### src/rtl/pipe_pkg.sv
// Shared types and helpers for the pipeline-stage skid register.
// The state enum is the single source of the handshake flags and
// occupancy; the helper functions decode those from a state value.
package pipe_pkg;

  // Occupancy of the stage: main only (BUSY) or main plus skid (FULL).
  typedef enum logic [1:0] {
    EMPTY = 2'b00,
    BUSY  = 2'b01,
    FULL  = 2'b10
  } skid_state_t;

  // Occupancy values reported on the count port.
  localparam logic [1:0] OCC_EMPTY = 2'd0;
  localparam logic [1:0] OCC_BUSY  = 2'd1;
  localparam logic [1:0] OCC_FULL  = 2'd2;

  // Number of words held for a given state.
  function automatic logic [1:0] state_occupancy(input skid_state_t s);
    logic [1:0] occ;
    case (s)
      EMPTY:   occ = OCC_EMPTY;
      BUSY:    occ = OCC_BUSY;
      FULL:    occ = OCC_FULL;
      default: occ = OCC_EMPTY;
    endcase
    return occ;
  endfunction

  // Upstream may hand over a word unless both registers are occupied.
  function automatic logic state_accepts(input skid_state_t s);
    return (s == EMPTY) || (s == BUSY);
  endfunction

  // The main register holds a live word in any non-empty state.
  function automatic logic state_presents(input skid_state_t s);
    return (s == BUSY) || (s == FULL);
  endfunction

endpackage

### src/rtl/en_reg.sv
// Generalised write-enabled flip-flop: a WIDTH-bit register with a
// synchronous active-high reset to RESET_VALUE and a load enable.
// Reset wins over the enable so a reset edge always restores the
// known value regardless of what the control logic asks for.
module en_reg #(
  parameter int unsigned      WIDTH       = 32,
  parameter logic [WIDTH-1:0] RESET_VALUE = '0
) (
  input  logic             clk,
  input  logic             reset,
  input  logic             en,
  input  logic [WIDTH-1:0] d,
  output logic [WIDTH-1:0] q
);

  // Load d when enabled, otherwise hold; reset restores RESET_VALUE.
  always_ff @(posedge clk) begin
    if (reset) begin
      q <= RESET_VALUE;
    end else if (en) begin
      q <= d;
    end
  end

endmodule

### src/rtl/skid_pipe_reg.sv
// Pipeline register with a valid/ready handshake and a one-entry skid
// buffer. The main register always drives out_data; the skid register
// catches one extra word when downstream stalls while upstream still
// had in_ready high. The three-state FSM is the only source of the
// valid/ready flags and the occupancy count, so there is no
// combinational path from out_ready to in_ready.
//
// Optional feature: define SKID_PIPE_REG_FLUSH_EN to make flush squash
// both entries (state back to EMPTY, data registers untouched). Without
// the macro the flush port is present but has no effect.
module skid_pipe_reg
  import pipe_pkg::*;
#(
  parameter int unsigned      WIDTH       = 32,
  parameter logic [WIDTH-1:0] RESET_VALUE = '0
) (
  input  logic             clk,
  input  logic             reset,
  input  logic             flush,
  input  logic             in_valid,
  output logic             in_ready,
  input  logic [WIDTH-1:0] in_data,
  output logic             out_valid,
  input  logic             out_ready,
  output logic [WIDTH-1:0] out_data,
  output logic [1:0]       count
);

  skid_state_t      state_q;
  logic             in_xfer;
  logic             out_xfer;
  logic             flush_hit;
  logic             main_load;
  logic             skid_load;
  logic             main_from_skid;
  logic [WIDTH-1:0] main_d;
  logic [WIDTH-1:0] main_q;
  logic [WIDTH-1:0] skid_q;

`ifdef SKID_PIPE_REG_FLUSH_EN
  assign flush_hit = flush;
`else
  logic unused_flush;
  assign unused_flush = flush;
  assign flush_hit    = 1'b0;
`endif

  // Flags come straight from the state register; only in_ready is also
  // gated by reset so upstream never sees a handover during reset.
  assign in_ready  = state_accepts(state_q) && !reset;
  assign out_valid = state_presents(state_q);
  assign count     = state_occupancy(state_q);
  assign out_data  = main_q;

  assign in_xfer  = in_valid && in_ready;
  assign out_xfer = out_valid && out_ready;

  // Decode which data register loads this edge; a flush suppresses all
  // loads so the squashed words and any offered input are not stored.
  always_comb begin
    main_load      = 1'b0;
    skid_load      = 1'b0;
    main_from_skid = 1'b0;
    if (!flush_hit) begin
      case (state_q)
        EMPTY: begin
          main_load = in_xfer;
        end
        BUSY: begin
          if (in_xfer && out_xfer) begin
            main_load = 1'b1;
          end else if (in_xfer) begin
            skid_load = 1'b1;
          end
        end
        FULL: begin
          main_load      = out_xfer;
          main_from_skid = 1'b1;
        end
        default: begin
          main_load = 1'b0;
        end
      endcase
    end
  end

  assign main_d = main_from_skid ? skid_q : in_data;

  en_reg #(
    .WIDTH      (WIDTH),
    .RESET_VALUE(RESET_VALUE)
  ) u_main (
    .clk  (clk),
    .reset(reset),
    .en   (main_load),
    .d    (main_d),
    .q    (main_q)
  );

  en_reg #(
    .WIDTH      (WIDTH),
    .RESET_VALUE(RESET_VALUE)
  ) u_skid (
    .clk  (clk),
    .reset(reset),
    .en   (skid_load),
    .d    (in_data),
    .q    (skid_q)
  );

  // Occupancy FSM: reset beats flush, flush beats the handshake.
  always_ff @(posedge clk) begin
    if (reset) begin
      state_q <= EMPTY;
    end else if (flush_hit) begin
      state_q <= EMPTY;
    end else begin
      case (state_q)
        EMPTY: begin
          if (in_xfer) begin
            state_q <= BUSY;
          end
        end
        BUSY: begin
          if (in_xfer && !out_xfer) begin
            state_q <= FULL;
          end else if (!in_xfer && out_xfer) begin
            state_q <= EMPTY;
          end
        end
        FULL: begin
          if (out_xfer) begin
            state_q <= BUSY;
          end
        end
        default: begin
          state_q <= EMPTY;
        end
      endcase
    end
  end

endmodule

### config.mk
export PLATFORM = sky130hd
export DESIGN_NAME = skid_pipe_reg
export DESIGN_NICKNAME = d
export VERILOG_FILES = /design/src/rtl/pipe_pkg.sv /design/src/rtl/en_reg.sv /design/src/rtl/skid_pipe_reg.sv
export SDC_FILE = /design/constraint.sdc
export NUM_CORES = 1
export LEC_CHECK = 0
export BUFFER_PORTS_ARGS = -buffer_cell sky130_fd_sc_hd__buf_2
export CORE_AREA = 8 8 91 93
export CTS_BUF_LIST = sky130_fd_sc_hd__clkbuf_8 sky130_fd_sc_hd__clkbuf_16
export CTS_CLUSTER_SIZE = 30
export DETAILED_ROUTE_END_ITERATION = 10
export DIE_AREA = 0 0 99 101
export PLACE_DENSITY = 0.68
export SLEW_MARGIN = 20
export SYNTH_ARGS = -nofsm -noshare
export SYNTH_HDL_FRONTEND = slang
export SYNTH_HIERARCHICAL = 1
export SYNTH_SLANG_ARGS = --single-unit
### constraint.sdc
create_clock -name clk -period 5 [get_ports clk]
set_input_delay 1 -clock clk [delete_from_list [all_inputs] [get_ports clk]]
set_output_delay 1 -clock clk [all_outputs]
set_load 0.005 [all_outputs]
==> results.py <==
metrics = {
    "run_status": {
        "run_status": "finished, final reports clean",
    },
    "finish": {
        "diodes": 0,
        "fill_cells": 673,
        "multi_input_area_mm2": 0.00148,
        "final_cells": 432,
        "seq_area_mm2": 0.00132,
        "drive_above_1_share_pct": 35.7,
        "final_core_util_pct": 50.5,
        "final_nets": 388,
        "design_area_mm2": 0.00350,
        "synthToLayoutAreaGrowth_pct": 17.3,
    },
    "drt": {
        "antenna_left": 0,
        "initialDrtViolationCount": 67,
        "wire_per_inst_um": 13.9,
        "wirelength_um": 6030,
        "firstDrtPassIters": 4,
        "drc": 0,
        "viasPerCell": 4.93,
        "vias": 2129,
    },
    "sta": {
        "rsz0062_at_grt": "no",
        "finalCriticalPeriod_ps": 2900,
        "hold_viol_final": 0,
        "hold_slack_ps": 489,
        "worst_pin_slew_ps": 691,
        "fmax_mhz": 345,
        "layout_setup_ws_ps": 2100,
        "slew_violations": 0,
        "slew-limit-headroom_pct": 54.0,
        "setup_viol": 0,
        "clock_skew_ps": 5.50,
        "post-route-period-util_pct": 58.0,
        "fin_setup_tns_ps": 0,
    },
    "worst_setup_path": {
        "worstPathMaxFanout": 69,
        "cp.required_ps": 4000,
        "arrival_ps": 1900,
        "critPathKind": "in -> out",
        "r2r_slack_ps": 2330,
        "critPathCaptureType": "output port",
        "critPathLaunchType": "primary input",
    },
    "cts": {
        "htree_levels": 3,
        "numCtsBuffers": 9,
        "cts.sinks": 66,
        "clkTransAtPathRegs_ps": 70,
        "cts_root_buffer": "clkbuf_8",
        "cts_tree": "done",
        "post_cts_resized": 0,
        "postCtsSetupBuffers": 0,
        "clock_latency_ps": 330,
        "ctsHoldBuffers": 0,
        "clockBufferDepth": 2,
    },
    "synth": {
        "netlist_instances": 277,
        "ys_warn_count": 6,
        "avgSynthCellArea_um2": 10.8,
        "ys_types": 25,
        "synthMuxAreaShare_pct": 34.0,
        "synthSimpleGateAreaFrac_pct": 10.6,
        "syn_nets": 320,
        "synth-compound-area-share_pct": 1.72,
        "synthAdderAreaFrac_pct": 2.51,
        "synth_area_mm2": 0.00299,
        "synth_xor_area_share_pct": 0.293,
        "ys_seq_area_share_pct": 44.2,
        "synth_top_family_by_area": "multiplexers",
        "synth_seq_cells": 66,
    },
    "pwr": {
        "power_mw": 1.50,
        "worst_ir_drop_vdd_mv": 0.237,
        "power.leakage_nw": 1.47,
        "power.density_mw_per_mm2": 429,
    },
    "floorplan": {
        "start_util_pct": 43.0,
        "io_pins": 73,
        "placementRows": 31,
        "core-area_mm2": 0.00694,
        "dieHeight_um": 101,
        "die_w_um": 99,
        "dieArea_mm2": 0.0100,
    },
    "place": {
        "portBuffers": 71,
        "place_area_mm2": 0.00330,
        "dp_hpwl_um": 4070,
        "placed_cells": 416,
        "dp_slack_ps": 2010,
        "gp_congestion": 0.700,
    },
    "grt": {
        "grt_use_total_pct": 12.2,
        "antenna_found_initial": 0,
        "grt_max_degree": 70,
        "gr-total-overflow": 0,
        "grt_pass1_wl_um": 9760,
        "grt_pass1_vias": 2152,
    },
    "flow_run": {
        "cap_violations": 0,
    },
    "hold_path": {
        "hp-class": "reg -> reg",
    },
}
## layout by cell type, fill, tap and decap left out
master and count:
buf_2 71, nor2_1 68, dfxtp_1 66, mux2i_1 64, mux2_2 28, clkbuf_8 9
ha_1 5, mux2_1 4, buf_4 4, nand2_1 3, inv_6 3, inv_1 2
nor3_1 2, a21oi_1 2, nand2b_1 2, clkinvlp_4 2, nand2b_4 1, a31oi_1 1
nor2_4 1, nand2_2 1, nor3_2 1, clkinv_1 1, a311oi_1 1, o21a_1 1
a31o_1 1, xor2_1 1, o211a_1 1, mux2_4 1, ha_2 1, bufinv_16 1
clkinv_2 1
## cell usage after synthesis (all sizes together)
library cell / instances / area share (%)
clkbuf: 6 / 0.75
mux2i: 64 / 21
ha: 6 / 2.5
nand2: 4 / 0.59
inv: 2 / 0.25
o21a: 1 / 0.25
buf: 12 / 5.4
a21oi: 2 / 0.34
o211a: 1 / 0.34
clkinv: 1 / 0.13
nand2b: 3 / 0.88
a31o: 1 / 0.29
xor2: 1 / 0.29
nor2: 69 / 8.7
a31oi: 1 / 0.21
mux2: 33 / 13
a311oi: 1 / 0.29
dfxtp: 66 / 44
nor3: 3 / 0.50
## cell type report
class / instances / share of cell area (%)
multi-input cells: 190 / 42.3
flip-flops and latches: 66 / 37.7
repair buffers: 75 / 11.0
clock buffers: 9 / 3.53
well taps: 82 / 2.93
clock inverters: 7 / 2.18
inverters: 3 / 0.321
## state kept, by name, summed over array words and instances (netlist names)
signal    cells
state_q       2
u_main/q     32
u_skid/q     32
## worst max-delay path, stage by stage
cell and delay, ps:
buf_2 90, buf_4 540, nor2_1 110, buf_2 150
## metal layers
| layer | share of wire (%) | vias to the layer above | routed length (um) | global-route usage [%] |
|---|---|---|---|---|
| li1 | - | 1075 | - | - |
| met1 | 46 | 995 | 2760 | 13.5 |
| met2 | 47 | 52 | 2850 | 20.0 |
| met3 | 5.6 | 7 | 340 | 5.11 |
| met4 | 1.2 | 0 | 70 | 5.43 |
| met5 | 0 | - | 0 | 0 |
## logic make-up after synthesis
kind of cell,Yosys count
simple gates,79
xor+xnor,1
fa+ha+maj,6
compound gates,7
mux,97
buf+inv,21
flops,66
## power by group
| part | switching [mW] | internal [mW] |
|---|---|---|
| clock network | 0.214 | 0.234 |
| logic | 0.215 | 0.212 |
| registers | 0.0360 | 0.591 |
## final timing paths
check / start / endpoint / cells past startpoint
hold reg to reg: u_main/q[14]$_SDFFE_PP0P_ / u_main/q[14]$_SDFFE_PP0P_ / 2
setup / recovery: reset / in_ready / 4
setup reg to reg: state_q[1]$_SDFFE_PP0P_ / u_main/q[12]$_SDFFE_PP0P_ / 9
hold / removal: u_main/q[14]$_SDFFE_PP0P_ / u_main/q[14]$_SDFFE_PP0P_ / 2
(Power assumes the default switching activity.)
